`src/rtl/fpu_resp_tagger.sv`:
```
// fpu_resp_tagger
// Adds core-ID tracking to an untagged, in-order FPU pipeline. Granted requests
// are forwarded to the FPU unchanged. Each accepted request pushes its core ID
// into an in-order FIFO. Each FPU result pops the head ID, and the result is
// returned one cycle later with that ID attached.
//
// Ports
//   clk, rst_n               clock, synchronous active-low reset
//   req_i / gnt_o            crossbar request handshake (gnt_o combinational)
//   ID_i, operands_i, op_i, flags_i   request payload from the crossbar
//   fpu_req_o / fpu_gnt_i    FPU request handshake (fpu_req_o combinational)
//   fpu_operands_o, fpu_op_o, fpu_flags_o   payload passed through to the FPU
//   fpu_rvalid_i, fpu_rdata_i, fpu_rflags_i   FPU result (in order, no back-pressure)
//   rvalid_o, rdata_o, rflags_o, rID_o   registered tagged response
//   outstanding_o, busy_o    FIFO occupancy and nonzero indication
//   err_o                    sticky error; present only when FPU_RESP_TAGGER_ERR_EN is defined
//
// Build option: FPU_RESP_TAGGER_ERR_EN

module fpu_resp_tagger #(
  parameter int unsigned NB_APU_ARGS      = 3,
  parameter int unsigned APU_DATA_WIDTH   = 64,
  parameter int unsigned APU_OPCODE_WIDTH = 5,
  parameter int unsigned APU_DSFLAGS_CPU  = 15,
  parameter int unsigned APU_USFLAGS_CPU  = 5,
  parameter int unsigned ID_WIDTH         = 2,
  parameter int unsigned DEPTH            = 4
) (
  input  logic                                  clk,
  input  logic                                  rst_n,
  input  logic                                  req_i,
  output logic                                  gnt_o,
  input  logic [ID_WIDTH-1:0]                   ID_i,
  input  logic [NB_APU_ARGS*APU_DATA_WIDTH-1:0] operands_i,
  input  logic [APU_OPCODE_WIDTH-1:0]           op_i,
  input  logic [APU_DSFLAGS_CPU-1:0]            flags_i,
  output logic                                  rvalid_o,
  output logic [APU_DATA_WIDTH-1:0]             rdata_o,
  output logic [APU_USFLAGS_CPU-1:0]            rflags_o,
  output logic [ID_WIDTH-1:0]                   rID_o,
  output logic                                  fpu_req_o,
  input  logic                                  fpu_gnt_i,
  output logic [NB_APU_ARGS*APU_DATA_WIDTH-1:0] fpu_operands_o,
  output logic [APU_OPCODE_WIDTH-1:0]           fpu_op_o,
  output logic [APU_DSFLAGS_CPU-1:0]            fpu_flags_o,
  input  logic                                  fpu_rvalid_i,
  input  logic [APU_DATA_WIDTH-1:0]             fpu_rdata_i,
  input  logic [APU_USFLAGS_CPU-1:0]            fpu_rflags_i,
  output logic [$clog2(DEPTH+1)-1:0]            outstanding_o,
  output logic                                  busy_o
`ifdef FPU_RESP_TAGGER_ERR_EN
  ,
  output logic                                  err_o
`endif
);

  localparam int unsigned CNT_W = $clog2(DEPTH + 1);
  localparam int unsigned PTR_W = $clog2(DEPTH);

  logic [ID_WIDTH-1:0] id_fifo [DEPTH];
  logic [PTR_W-1:0]    wr_ptr;
  logic [PTR_W-1:0]    rd_ptr;
  logic [CNT_W-1:0]    count_nxt;
  logic                full;
  logic                push;
  logic                pop;

  // Full is taken from the registered count only, so a result never frees a
  // slot for a grant in the same cycle.
  assign full = (outstanding_o == CNT_W'(DEPTH));
  assign push = req_i & gnt_o;
  assign pop  = fpu_rvalid_i & (outstanding_o != '0);

  // Request path: combinational pass-through, held off while full or in reset.
  assign fpu_req_o      = req_i & ~full & rst_n;
  assign gnt_o          = fpu_gnt_i & ~full & rst_n;
  assign fpu_operands_o = operands_i;
  assign fpu_op_o       = op_i;
  assign fpu_flags_o    = flags_i;

  // Occupancy update; a push and a pop in the same cycle cancel.
  always_comb begin
    count_nxt = outstanding_o;
    case ({push, pop})
      2'b10:   count_nxt = outstanding_o + CNT_W'(1);
      2'b01:   count_nxt = outstanding_o - CNT_W'(1);
      default: count_nxt = outstanding_o;
    endcase
  end

  // ID storage: contents need no reset because the pointers and count guard them.
  always_ff @(posedge clk) begin
    if (push) id_fifo[wr_ptr] <= ID_i;
  end

  // Pointers, occupancy and the registered tagged response.
  always_ff @(posedge clk) begin
    if (!rst_n) begin
      wr_ptr        <= '0;
      rd_ptr        <= '0;
      outstanding_o <= '0;
      busy_o        <= 1'b0;
      rvalid_o      <= 1'b0;
      rdata_o       <= '0;
      rflags_o      <= '0;
      rID_o         <= '0;
    end else begin
      if (push) wr_ptr <= wr_ptr + PTR_W'(1);
      if (pop)  rd_ptr <= rd_ptr + PTR_W'(1);
      outstanding_o <= count_nxt;
      busy_o        <= (count_nxt != '0);
      rvalid_o      <= pop;
      if (pop) begin
        rdata_o  <= fpu_rdata_i;
        rflags_o <= fpu_rflags_i;
        rID_o    <= id_fifo[rd_ptr];
      end
    end
  end

`ifdef FPU_RESP_TAGGER_ERR_EN
  logic underflow;
  logic overflow_try;

  assign underflow    = fpu_rvalid_i & (outstanding_o == '0);
  assign overflow_try = req_i & fpu_gnt_i & full;

  // Sticky error flag, cleared only by reset.
  always_ff @(posedge clk) begin
    if (!rst_n) err_o <= 1'b0;
    else        err_o <= err_o | underflow | overflow_try;
  end
`endif

endmodule

```
`config.mk`:
```
export PLATFORM = sky130hd
export DESIGN_NAME = fpu_resp_tagger
export DESIGN_NICKNAME = d
export VERILOG_FILES = /design/src/rtl/fpu_resp_tagger.sv
export SDC_FILE = /design/constraint.sdc
export NUM_CORES = 1
export LEC_CHECK = 0
export ABC_AREA = 1
export ABC_CLOCK_PERIOD_IN_PS = 1800
export BUFFER_PORTS_ARGS = -buffer_cell sky130_fd_sc_hd__buf_4
export CELL_PAD_IN_SITES_DETAIL_PLACEMENT = 2
export CELL_PAD_IN_SITES_GLOBAL_PLACEMENT = 2
export CORE_AREA = 2 2 223 225
export DETAILED_ROUTE_END_ITERATION = 6
export DIE_AREA = 0 0 225 227
export GPL_TIMING_DRIVEN = 0
export PLACE_DENSITY = 0.62
export SYNTH_ARGS = -nofsm -noshare
export SYNTH_HDL_FRONTEND = slang
export SYNTH_SLANG_ARGS = --single-unit
```
`constraint.sdc`:
```
create_clock -name clk -period 1.8 [get_ports clk]
set_input_delay 0.27 -clock clk [delete_from_list [all_inputs] [get_ports clk]]
set_output_delay 0.27 -clock clk [all_outputs]
set_load 0.05 [all_outputs]
```
* Word-level counts from Yosys, hierarchy flattened
Memory sizes are Yosys's and may differ from the RTL's. A register that Yosys moved wholly into a read port is not among the register bits.
Cells that the tools add are included.
** Word-level totals
- Bits in registers :: 78
- Bits in latches :: 0
- Memory bits (writable) :: 8
- Bits in read-only memories :: 0
- Input bits :: 288
- Output and inout bits :: 290
- Word-level logic and storage cells :: 28
- Memories kept :: 1
** Operators by class
- $add $sub $neg :: 4
- Multiply operators :: 0
- Divide/modulo/power cells :: 0
- $lt $le $gt $ge :: 0
- Equal/unequal tests :: 3
- Shifts and indexed selects :: 0
- Mux-type cells :: 3
- Bitwise operators :: 7
- Reduce and logical (&&, ||, !) cells :: 3
** Memory list
- id_fifo :: depth 4, bits a word 2, read ports 1, clocked after memory_dff 1, wr ports 1, RTL line 60 : logic [ID_WIDTH-1:0] id_fifo [DEPTH];
** Operator list (number)
- 1-bit bitwise AND :: 6
- 3-bit case mux with 2 select lines :: 1
- 3-bit nonzero test :: 2
- 2-bit by 1-bit adder with 2-bit output (second input constant) :: 2
- 3-bit by 1-bit adder with 3-bit output (second input constant) :: 1
- 3-bit equality test (second input constant) :: 1
- 3-bit by 1-bit subtractor with 3-bit output (second input constant) :: 1
- 2-bit by 1-bit equality test with 1-bit output (second input constant) :: 1
- 2-bit equality test (second input constant) :: 1
- 1-bit two-way mux :: 2
- 1-bit logical NOT :: 1
- 1-bit inverter :: 1

* Logic depth before layout (Yosys ltp)
Gate-level depths: netlist (run 1).
- Word-level depth :: 8
- Mapped depth :: 14
- Depth with buffers taken out :: 13

* Least setup slack after synthesis (run 1)
OpenSTA, ideal clock, no wires.
- Kind :: reg2reg
- Start :: register outstanding_o[0]
- End :: register busy_o
- Arrival :: 2198 ps
- Required time :: 1685 ps
- Setup slack :: -513 ps
- Stages on the path, launching flop included :: 14
- Clock period less this slack :: 2313 ps
- Path through :: dfxtp_1 -> inv_2 -> nand3_2 -> nand2_2 -> clkinv_2 -> buf_2 -> ha_1 -> inv_1 -> fa_1 -> nand2_1 -> o21ai_0 -> nor2_1 -> nor2_1 -> nand2_1
** On the way
- Elaborated cells between the ends (all ways) :: 13
- Classes of those cells :: 2 x add/sub; 3 x eq/ne; 1 x mux; 5 x bitwise; 2 x reduce/logical
** RTL lines
- start, declared :: RTL line 49 : output logic [$clog2(DEPTH+1)-1:0] outstanding_o,
- start signal, assigned :: RTL line 110 : outstanding_o <= count_nxt;
- 3-bit nonzero test (*) :: RTL line 72 : assign pop = fpu_rvalid_i & (outstanding_o != '0);
- 1-bit bitwise AND (*) :: RTL line 72
- net pop :: RTL line 66 : logic pop;
- 2-bit by 1-bit equality test with 1-bit output or 2-bit equality test (tied branches) :: RTL line 84 : case ({push, pop})
- 3-bit case mux with 2 select lines (*) :: RTL line 84
- 3-bit nonzero test (*) :: RTL line 111 : busy_o <= (count_nxt != '0);
- end signal, assigned :: RTL line 111
- end, declared :: RTL line 50 : output logic busy_o
The timed path passes the listed nets; every way through them passes the cells marked *.
A chain may end at the register's enable or synchronous reset.

* Worst setup path after layout (run 1)
- Start :: register outstanding_o[1]
- End :: register busy_o
** On the way
- Cells in the longest elaborated chain, start to end :: 8
- Elaborated cells between the ends (all ways) :: 13
- Classes of those cells :: 2 x add/sub; 3 x eq/ne; 1 x mux; 5 x bitwise; 2 x reduce/logical
** Ends and longest elaborated chain
- 3-bit equality test :: RTL line 70 : assign full = (outstanding_o == CNT_W'(DEPTH));
- 1-bit inverter :: RTL line 76 : assign gnt_o = fpu_gnt_i & ~full & rst_n;
- 1-bit bitwise AND (2 in a row) :: RTL line 76
- 1-bit bitwise AND :: RTL line 71 : assign push = req_i & gnt_o;
- 2-bit by 1-bit equality test with 1-bit output or 2-bit equality test (tied branches) :: RTL line 84
- 3-bit case mux with 2 select lines (*) :: RTL line 84
- 3-bit nonzero test (*) :: RTL line 111
Mark *: on every way between the ends. The rest lies on a longest branch, timed or not.

==> results.json, run 1 <==
{
  "outcome": "finished with violations",
  "violations": "setup timing",
  "design.core.area_um2": 48550,
  "antenna_left": 0,
  "worst_hold_path_type": "in -> reg",
  "synth.cells.most_frequent": "216 x buf_4, 155 x nor2_1, 80 x dfxtp_1",
  "cts_max_path_buffers": 2,
  "synth_fa_ha_area_frac": 0.01674,
  "dp_hpwl_mm": 19.87,
  "fmax_ghz": 0.5380,
  "die-area_um2": 51080,
  "cts_made_buffers": 9,
  "cp-startpoint": "outstanding_o[1]",
  "synth_flop_cell": "dfxtp_1",
  "timing.hold.worst.start": "ID_i[0]",
  "remaining_drc_errors": 0,
  "cp_max_fo": 3,
  "post_synth_instance_area_um2": 4933,
  "highest-signal-layer": "met5",
  "grt_pass1_wl_mm": 32.83,
  "crit_path_end_kind": "flip-flop",
  "synth_async_sr_flop_share": 0,
  "post-place-cells": 1621,
  "wl_met3_mm": 2.064,
  "grt_pass1_vias": 5587,
  "met1Wirelength_mm": 7.993,
  "synth_net_count": 928,
  "route.detailed.wl_per_inst_um": 14.38,
  "antenna_cells": 0,
  "ys_seq_elements": 88,
  "first_pass_iters": 4,
  "cellLeakagePower_nw": 4.445,
  "slew_hr": 0.6226,
  "cts_tree": "yes",
  "cts-htree-levels": 3,
  "core.rowCount": 81,
  "internal_power_mw": 5.875,
  "drt_iter0_markers": 115,
  "p_clk_frac": 0.156,
  "layout_min_cycle_time_ps": 1859,
  "post_synth_mux_area_share": 0,
  "final_cells": 1648,
  "worst_supply_voltage_drop_on_vdd_uv": 416.8,
  "synth_enable_flop_cells": 8,
  "path_clk_slew_ps": 70,
  "setup_viol_count_final": 1,
  "via_count": 5222,
  "crit_path_start_kind": "flip-flop",
  "yosys.cell_types.count": 21,
  "grt_start_max_net_pins": 17,
  "final_net_count": 1315,
  "die_h_um": 227,
  "grt_overflow_total": 0,
  "postRouteWirelength_mm": 23.71,
  "start_util": 0.1016,
  "synthCells": 634,
  "final_layout_size_suffix_gt1_frac": 0.6209,
  "fin_crit_sh": 1.033,
  "pwr-share-seq": 0.244,
  "post-synth-top-area-cell": "buf_4",
  "final.setup_skew_ps": 5.447,
  "largest_family_of_logic_cells_by_synthesized_area": "buffers and inverters",
  "cap_viol_max_count": 0,
  "path_class": "reg -> reg",
  "finalPower_mw": 12.14,
  "whs_ps": 102.8,
  "finalHoldViolCount": 0,
  "synthToLayoutAreaGrowth_pct": 81.06,
  "synth.yosys.warnings": 0,
  "crit_arrival_ps": 2120,
  "synth-simple-area-share": 0.1577,
  "cts_hold_repair.buffers": 0,
  "final.setup.worst_slack_ps": -58.84,
  "yosysSeqAreaShare": 0.3733,
  "synth_top_area_frac": 0.3287,
  "fillerInstances": 5654,
  "routabilityCongestion": 0.7252,
  "synth.most_common_cell": "buf_4",
  "vias_per_cell": 3.169,
  "power_switching_share": 0.5160,
  "post_synth.cell_area_avg_um2": 7.782,
  "port_buffers": 365,
  "ff_latch_area_um2": 1853,
  "met2RoutedLength_mm": 13.36,
  "dpl_cell_area_um2": 8508,
  "cp_data_required_time_ps": 2060,
  "clkSinkCount": 88,
  "track_usage": 0.08729,
  "post_synth_xor_area_fraction": 0,
  "floorplan.die.width_um": 225,
  "max_slew.worst_pin.slew_ps": 566.0,
  "synthTopCellsByArea": "buf_4 33%, dfxtp_1 32%, nor2_1 12%",
  "power.switching_mw": 6.264,
  "r2r-start": "outstanding_o[1]",
  "final_max_slew_viol_count": 0,
  "preCtsSetupSlack_ps": -532.3,
  "pwr_density_cell_nw_per_um2": 1359,
  "clkLatencyLatePin_ps": 380,
  "final_non_filler_cell_area_um2": 8932,
  "io_pins": 578,
  "combinationalPowerShare": 0.600,
  "multi_input_area_um2": 1299,
  "cts_root_buffer": "clkbuf_16",
  "antenna_found_initial": 2,
  "fraction_of_the_mapped_netlist_area_in_compound_gates": 0.07482,
  "rsz0062_at_grt": "true"
}
cell usage in the layout (no fill, tap or decap):
| cell type | n |
|---|---|
| nand4_1 | 3 |
| nand3_2 | 1 |
| nand2_2 | 1 |
| clkbuf_16 | 9 |
| a21oi_1 | 1 |
| dfxtp_1 | 77 |
| nor2_1 | 154 |
| inv_1 | 27 |
| clkinv_16 | 1 |
| inv_2 | 1 |
| nand2_8 | 1 |
| clkbuf_1 | 7 |
| dfxtp_4 | 3 |
| clkinv_2 | 2 |
| ha_4 | 1 |
| buf_4 | 591 |
| nand3_1 | 6 |
| clkinv_4 | 1 |
| o21ai_0 | 34 |
| nand3_4 | 3 |
| nor2_2 | 1 |
| inv_4 | 2 |
| ha_1 | 4 |
| buf_6 | 7 |
| buf_2 | 7 |
| clkinvlp_4 | 1 |
| edfxtp_1 | 8 |
| inv_6 | 3 |
| nand2_1 | 30 |
| fa_1 | 1 |
| a21oi_2 | 1 |
| o21ai_1 | 37 |
critical path, stage by stage, from the launching register on:
cell	delay [ps]
dfxtp_4	360
inv_4	50
nand3_4	110
nand2_8	90
clkinv_16	60
ha_4	120
inv_2	40
fa_1	510
nand2_1	50
o21ai_1	70
nor2_1	70
nor2_1	120
nand2_2	90
cell type report:
cell class	count	share of cell area
repair buffers	377	0.3173
flip-flops and latches	88	0.2075
plain buffers	234	0.1947
multi-input cells	279	0.1454
well taps	622	0.08713
clock buffers	10	0.02563
inverters	32	0.01751
clock inverters	6	0.004903
cells by family (layout without fill, tap and decap cells):
family,count (synthesis),after routing
flip-flops,88,88
AO/OA/AOI/OAI,73,73
adder cells (fa/ha/maj),6,6
buffers and inverters,267,659
AND/OR/NAND/NOR,200,200
power by group through the flow:
stage                     Combinational [mW]  Clock, mW  Sequential, mW
after floorplan                         2.81          0            5.06
after global placement                  7.17          0            2.99
after detailed placement                7.26          0            3.02
after CTS                               7.47       2.05            2.98
after global routing                    7.85       2.12            3.06
final                                   7.28       1.89            2.96
state kept, by name, indices dropped and copies added (netlist names):
register / flops
busy_o: 1
rflags_o: 5
rID_o: 2
outstanding_o: 3
id_fifo: 8
wr_ptr: 2
rvalid_o: 1
rd_ptr: 2
rdata_o: 64
timing repair:
action | 4_1_cts | 5_1_grt
resized for setup | 12 | 3
setup endpoints to repair | 5 | 4
setup buffers | 11 | 1
pin swaps | 10 | 3
layer usage:
layer,track usage,vias up
met5,0,-
met4,0.02564,2
met3,0.03304,15
met2,0.1706,269
met1,0.08442,2413
li1,-,2523
path summary, 6_finish.rpt:
kind | endpoint | slack, ps | cells past startpoint
max reg2reg | busy_o | -60 | 12
min reg2reg | rdata_o[0] | 490 | 2
min | id_fifo[0][0] | 100 | 1
max | busy_o | -60 | 12
metrics by stage:
step	TNS (ps)	utilization
after CTS	-117.4	0.1836
final	-58.84	0.1840
after global routing	-308.2	0.1840
after floorplan	-75.19	-
after detailed placement	-1139	0.1753
after global placement	-1055	0.1753
Note: power is estimated with default switching activity, not from simulation.
==> inputs of run 2 (changes only) <==
==> config.mk (replaced) <==
export PLATFORM = sky130hd
export DESIGN_NAME = fpu_resp_tagger
export DESIGN_NICKNAME = d
export VERILOG_FILES = /design/src/rtl/fpu_resp_tagger.sv
export SDC_FILE = /design/constraint.sdc
export NUM_CORES = 1
export LEC_CHECK = 0
export ABC_AREA = 0
export ABC_CLOCK_PERIOD_IN_PS = 1800
export BUFFER_PORTS_ARGS = -buffer_cell sky130_fd_sc_hd__buf_4
export CELL_PAD_IN_SITES_DETAIL_PLACEMENT = 2
export CELL_PAD_IN_SITES_GLOBAL_PLACEMENT = 2
export CORE_AREA = 2 2 226 228
export DETAILED_ROUTE_END_ITERATION = 6
export DIE_AREA = 0 0 228 230
export GPL_TIMING_DRIVEN = 0
export PLACE_DENSITY = 0.59
export SYNTH_ARGS = -nofsm -noshare
export SYNTH_HDL_FRONTEND = slang
export SYNTH_SLANG_ARGS = --single-unit
==> run 2 against run 1 <==
The run still ends with setup timing left; largest cell class unchanged; sequential share of layout area down 0.72 points; fmax decreased by 9.4%; sequential cell count stayed put; clock skew up 8.5 ps; count of clock-buffer cells in the layout down 1; non-clock buffer count decreased by 2; die area is 2.7% higher; first-iteration DRC count is 0.87% lower.
==> results.json, run 2 <==
{
  "via_count": 5097,
  "routabilityCongestion": 0.7410,
  "clkLatencyLatePin_ps": 380,
  "max_slew.worst_pin.slew_ps": 831.5,
  "final_net_count": 1268,
  "final_layout_size_suffix_gt1_frac": 0.7416,
  "crit_path_end_kind": "flip-flop",
  "synth_async_sr_flop_share": 0,
  "number_of_flip_flops_in_the_largest_register": 64,
  "post_synth_mux_area_share": 0.008617,
  "dp_hpwl_mm": 20.42,
  "port_buffers": 364,
  "synth_fa_ha_area_frac": 0.01580,
  "remaining_drc_errors": 0,
  "cp_data_required_time_ps": 2110,
  "p_clk_frac": 0.200,
  "rsz0062_at_grt": "true",
  "cts_max_path_buffers": 2,
  "cp_cell_instances": "nor3b_4, nor2_1, inv_1, ha_4, inv_2, fa_2, xor2_2, or4_4, o211ai_1",
  "drt_iter0_markers": 114,
  "grt_pass1_wl_mm": 35.35,
  "final.setup_skew_ps": 13.95,
  "postRouteWirelength_mm": 24.53,
  "first_pass_iters": 4,
  "pwr_density_cell_nw_per_um2": 1107,
  "crit_path_start_kind": "flip-flop",
  "floorplan.die.width_um": 228,
  "route.detailed.wl_per_inst_um": 14.85,
  "violations": "setup timing",
  "design.core.area_um2": 49860,
  "final_max_slew_viol_count": 0,
  "synth_flop_cell": "dfxtp_1",
  "cts_root_buffer": "clkbuf_16",
  "cap_viol_max_count": 0,
  "worst_supply_voltage_drop_on_vdd_uv": 429.2,
  "cts_made_buffers": 9,
  "die-area_um2": 52440,
  "fraction_of_the_mapped_netlist_area_in_compound_gates": 0.1326,
  "outcome": "finished with violations",
  "synthToLayoutAreaGrowth_pct": 76.97,
  "grt_pass1_vias": 5615,
  "core.rowCount": 82,
  "fin_crit_sh": 1.140,
  "antenna_left": 0,
  "pwr-share-seq": 0.252,
  "worst-path-buf-inv": 2,
  "slowest_stage": "or4_4",
  "final.setup.worst_slack_ps": -251.4,
  "synth.most_common_cell": "buf_4",
  "grt_start_max_net_pins": 17,
  "synth_enable_flop_cells": 8,
  "crit_arrival_ps": 2360,
  "path_clk_slew_ps": 80,
  "final_non_filler_cell_area_um2": 9251,
  "cp_top_family": "simple AND/OR/NAND/NOR gates",
  "worst_hold_path_type": "in -> reg",
  "synth_top_area_frac": 0.3064,
  "layout.cells.most_common": "buf_4",
  "finalHoldViolCount": 0,
  "post_synth.cell_area_avg_um2": 8.845,
  "hold_depth": 1,
  "combinationalPowerShare": 0.548,
  "antenna_found_initial": 0,
  "largest_register": "rdata_o",
  "vias_per_cell": 3.085,
  "setup_viol_count_final": 5,
  "track_usage": 0.09016,
  "cp_max_fo": 6,
  "dpl_cell_area_um2": 8847,
  "start_util": 0.1048,
  "post-synth-top-area-cell": "dfxtp_1",
  "power.switching_mw": 4.850,
  "path_class": "reg -> reg",
  "synth.yosys.warnings": 0,
  "r2r_cells": 9,
  "post_synth_xor_area_fraction": 0.005026,
  "final_cell_mix": "585 x buf_4, 123 x nand2_1, 77 x dfxtp_1, 69 x a21oi_2, 20 x nand2_2",
  "yosysSeqAreaShare": 0.3523,
  "synthCells": 591,
  "grt_overflow_total": 0,
  "cts-htree-levels": 3,
  "finalPower_mw": 10.24,
  "slew_hr": 0.4457,
  "synth_net_count": 885,
  "internal_power_mw": 5.390,
  "die_h_um": 230,
  "synthTopCellsByArea": "dfxtp_1 31%, buf_4 30%, a21oi_2 12%",
  "registers_with_the_most_flip_flops": "rdata_o (64), id_fifo (8), rflags_o (5)",
  "ys_seq_elements": 88,
  "clkSinkCount": 88,
  "power_switching_share": 0.4736,
  "cp_max_stage_delay_ps": 430,
  "timing.critical_path.depth": 9,
  "layout_min_cycle_time_ps": 2051,
  "synth-simple-area-share": 0.1352,
  "post_synth_instance_area_um2": 5228,
  "synth.cells.most_frequent": "212 x buf_4, 123 x nand2_1, 80 x dfxtp_1",
  "yosys.cell_types.count": 33,
  "cellLeakagePower_nw": 4.223,
  "io_pins": 578,
  "fmax_ghz": 0.4875,
  "largest_family_of_logic_cells_by_synthesized_area": "buffers and inverters",
  "cts_tree": "yes"
}
==> run 2: metrics by stage <==
| stage | setup WS (ps) | hold WS, ps | utilization | setup TNS, ps | cells |
|---|---|---|---|---|---|
| after CTS | -251.3 | 58.32 | 0.1852 | -979.4 | 1650 |
| after global placement | -512.0 | 450.7 | 0.1774 | -1340 | 1627 |
| after global routing | -335.5 | 63.41 | 0.1855 | -1320 | 1651 |
| final | -251.4 | 94.44 | 0.1855 | -880.1 | 1652 |
| after detailed placement | -519.0 | 457.4 | 0.1774 | -1421 | 1627 |
| after floorplan | -250.7 | 368.9 | - | -522.3 | 591 |
==> run 2: cell families after synthesis <==
| kind of cell | Yosys count |
|---|---|
| and+or+nand+nor | 164 |
| buffers and inverters | 246 |
| AOI/OAI and AO/OA | 82 |
| adders and majority gates | 6 |
| DFF | 88 |
| muxes | 2 |
| xor gates and xnor gates | 3 |
==> run 2: layout make-up <==
cell class	instances	area, um2
sequential	88	1853
tap	672	840.8
buffer	236	1818
timing repair buffer	373	2800
antenna	1	2.502
clock buffer	9	225.2
fill	5882	40610
clock inverter	7	77.57
inverter	9	36.28
multi-input combinational	257	1598
==> run 2: per-layer routing <==
layer | up-vias | global-route usage | wire [um] | part of all wire
met2 | 250 | 0.1692 | 13640 | 0.56
met1 | 2406 | 0.09429 | 8699 | 0.35
met3 | 12 | 0.03398 | 1956 | 0.080
li1 | 2429 | - | - | -
met4 | 0 | 0.02206 | 229 | 0.0093
met5 | - | 0 | 0 | 0
==> run 2: power groups by stage <==
stage	Sequential, mW	Combinational (mW)	Clock (mW)
2_1_floorplan	3.78	2.69	0
3_3_place_gp	2.63	5.50	0
3_5_place_dp	2.64	5.56	0
4_1_cts	2.59	5.72	2.23
5_1_grt	2.64	5.98	2.26
6_report	2.58	5.61	2.05
==> run 2: what timing repair did <==
item                                    CTS  global route
endpoints found under the setup margin    6             5
hold buffers                              0             0
cloned                                    0             0
pin swaps                                 1             0
resized for setup                         6             2
buffers inserted                          8             1
==> run 2: path summary, 6_finish.rpt <==
kind | startpoint | endpoint | slack [ps]
worst max-delay path | outstanding_o[2] | busy_o | -250
worst min-delay path | ID_i[1] | id_fifo[0][1] | 90
worst max register to register | outstanding_o[2] | busy_o | -250
worst min register to register | rdata_o[16] | rdata_o[16] | 460
==> inputs of run 3 (changes only) <==
--- a/config.mk
+++ b/config.mk
@@ -11,6 +11,7 @@
 export CELL_PAD_IN_SITES_DETAIL_PLACEMENT = 2
 export CELL_PAD_IN_SITES_GLOBAL_PLACEMENT = 2
 export CORE_AREA = 2 2 226 228
+export CTS_BUF_LIST = sky130_fd_sc_hd__clkbuf_4 sky130_fd_sc_hd__clkbuf_8
 export DETAILED_ROUTE_END_ITERATION = 6
 export DIE_AREA = 0 0 228 230
 export GPL_TIMING_DRIVEN = 0
==> run 3 against run 2 <==
The run still ends with setup timing left; global-route usage about the same; non-clock buffer count is 4 higher; fmax rose by 0.87%; count of clock-buffer cells in the layout did not move; clock skew is 2.6 ps higher; first-iteration DRC count is 14% lower; critical endpoint unchanged; largest power group unchanged; highest routed layer unchanged.
==> results.json, run 3 (synthesis gave the netlist of run 2 again) <==
{
  "hold_depth": 3,
  "cts_tree": "yes",
  "clkSinkCount": 88,
  "path_clk_slew_ps": 110,
  "largest_register": "rdata_o",
  "port_buffers": 364,
  "registers_with_the_most_flip_flops": "rdata_o (64), id_fifo (8), rflags_o (5)",
  "dpl_cell_area_um2": 8847,
  "worst_hold_path_type": "in -> reg",
  "postRouteWirelength_mm": 24.51,
  "layout_min_cycle_time_ps": 2034,
  "cp_max_fo": 5,
  "vias_per_cell": 3.081,
  "clkLatencyLatePin_ps": 430,
  "die_h_um": 230,
  "cts_max_path_buffers": 2,
  "number_of_flip_flops_in_the_largest_register": 64,
  "crit_path_start_kind": "flip-flop",
  "routabilityCongestion": 0.7410,
  "final_non_filler_cell_area_um2": 9215,
  "final.setup_skew_ps": 16.55,
  "worst_supply_voltage_drop_on_vdd_uv": 404.1,
  "dp_hpwl_mm": 20.42,
  "path_class": "reg -> reg",
  "drt_iter0_markers": 98,
  "setup-tns-final_ps": -666.9,
  "crit_path_end_kind": "flip-flop",
  "max_slew.worst_pin.slew_ps": 828.6,
  "rsz0062_at_grt": "true",
  "whs_ps": 79.51,
  "final_cells": 1659,
  "die-area_um2": 52440,
  "final_max_slew_viol_count": 0,
  "layout.cells.most_common": "buf_4",
  "pwr_density_cell_nw_per_um2": 1058,
  "start_util": 0.1048,
  "grt_pass1_wl_mm": 35.34,
  "fmax_ghz": 0.4917,
  "io_pins": 578,
  "design.core.area_um2": 49860,
  "r2r_cells": 9,
  "grt_overflow_total": 0,
  "first_pass_iters": 4,
  "cellLeakagePower_nw": 4.198,
  "track_usage": 0.09010,
  "slew_hr": 0.4476,
  "cp_data_required_time_ps": 2170,
  "setup_viol_count_final": 4,
  "final_cell_mix": "588 x buf_4, 122 x nand2_1, 77 x dfxtp_1, 69 x a21oi_2, 21 x nand2_2",
  "via_count": 5112,
  "final_net_count": 1272,
  "grt_start_max_net_pins": 17,
  "final_layout_size_suffix_gt1_frac": 0.7447,
  "antenna_found_initial": 0,
  "remaining_drc_errors": 0,
  "crit_arrival_ps": 2400,
  "floorplan.die.width_um": 228,
  "post-place-cells": 1627,
  "fin_crit_sh": 1.130,
  "grt_pass1_vias": 5617,
  "synthToLayoutAreaGrowth_pct": 76.28,
  "core.rowCount": 82,
  "antenna_left": 0,
  "cts_root_buffer": "clkbuf_8",
  "cts_made_buffers": 9,
  "cap_viol_max_count": 0,
  "violations": "setup timing",
  "cts-htree-levels": 3,
  "final.setup.worst_slack_ps": -233.7,
  "outcome": "finished with violations",
  "finalPower_mw": 9.753,
  "route.detailed.wl_per_inst_um": 14.77,
  "finalHoldViolCount": 0
}
==> run 3: cell count changes in the layout (fill, tap and decap cells not counted), sizes merged <==
cell	before	now
diode	1	4
buf	607	609
dlygate4sd3	0	2
==> run 3: final cells by class <==
cell class / count / area (um2)
Clock buffer: 9 / 123.9
Buffer: 235 / 1803
Antenna cell: 4 / 10.01
Tap cell: 672 / 840.8
Fill cell: 5885 / 40650
Clock inverter: 7 / 77.57
Timing Repair Buffer: 378 / 2858
Sequential cell: 88 / 1853
Inverter: 9 / 36.28
Multi-Input combinational cell: 257 / 1613
==> run 3: where the power goes <==
part / internal, mW / switching, mW
sequential: 2.34 / 0.248
clock: 0.656 / 0.904
combinational: 1.95 / 3.65
total: 4.95 / 4.80
==> run 3: final timing paths <==
check                                       from          end  slack (ps)
worst min register to register       rdata_o[16]  rdata_o[16]         470
worst max-delay path            outstanding_o[2]       busy_o        -230
worst min-delay path             fpu_rdata_i[59]  rdata_o[59]          80
worst max register to register  outstanding_o[2]       busy_o        -230
==> run 3: timing repair <==
item / in CTS / in global routing
setup endpoints to repair: 6 / 5
hold buffers: 2 / 0
pin swaps: 3 / 1
resized for setup: 13 / 7
hold endpoints to repair: 8 / 0
buffers inserted: 8 / 4
==> run 3: per-stage QoR <==
stage / setup slack (ps) / utilization
floorplan: -250.7 / -
global placement: -512.0 / 0.1774
detailed placement: -519.0 / 0.1774
CTS: -267.9 / 0.1841
global route: -307.1 / 0.1846
finish: -233.7 / 0.1848
==> run 3: worst max-delay path, stage by stage (launching register included) <==
cell and delay [ps]:
dfxtp_4 400, nor3b_4 190, nor2_1 70, inv_1 90, ha_4 150, inv_2 30
fa_2 340, xor2_2 160, or4_4 430, o211ai_1 100
==> run 3: metal layers <==
layer / track usage / routed length, um
met5: 0 / 0
met4: 0.02328 / 276
met3: 0.03435 / 1983
met2: 0.1683 / 13600
met1: 0.09414 / 8646
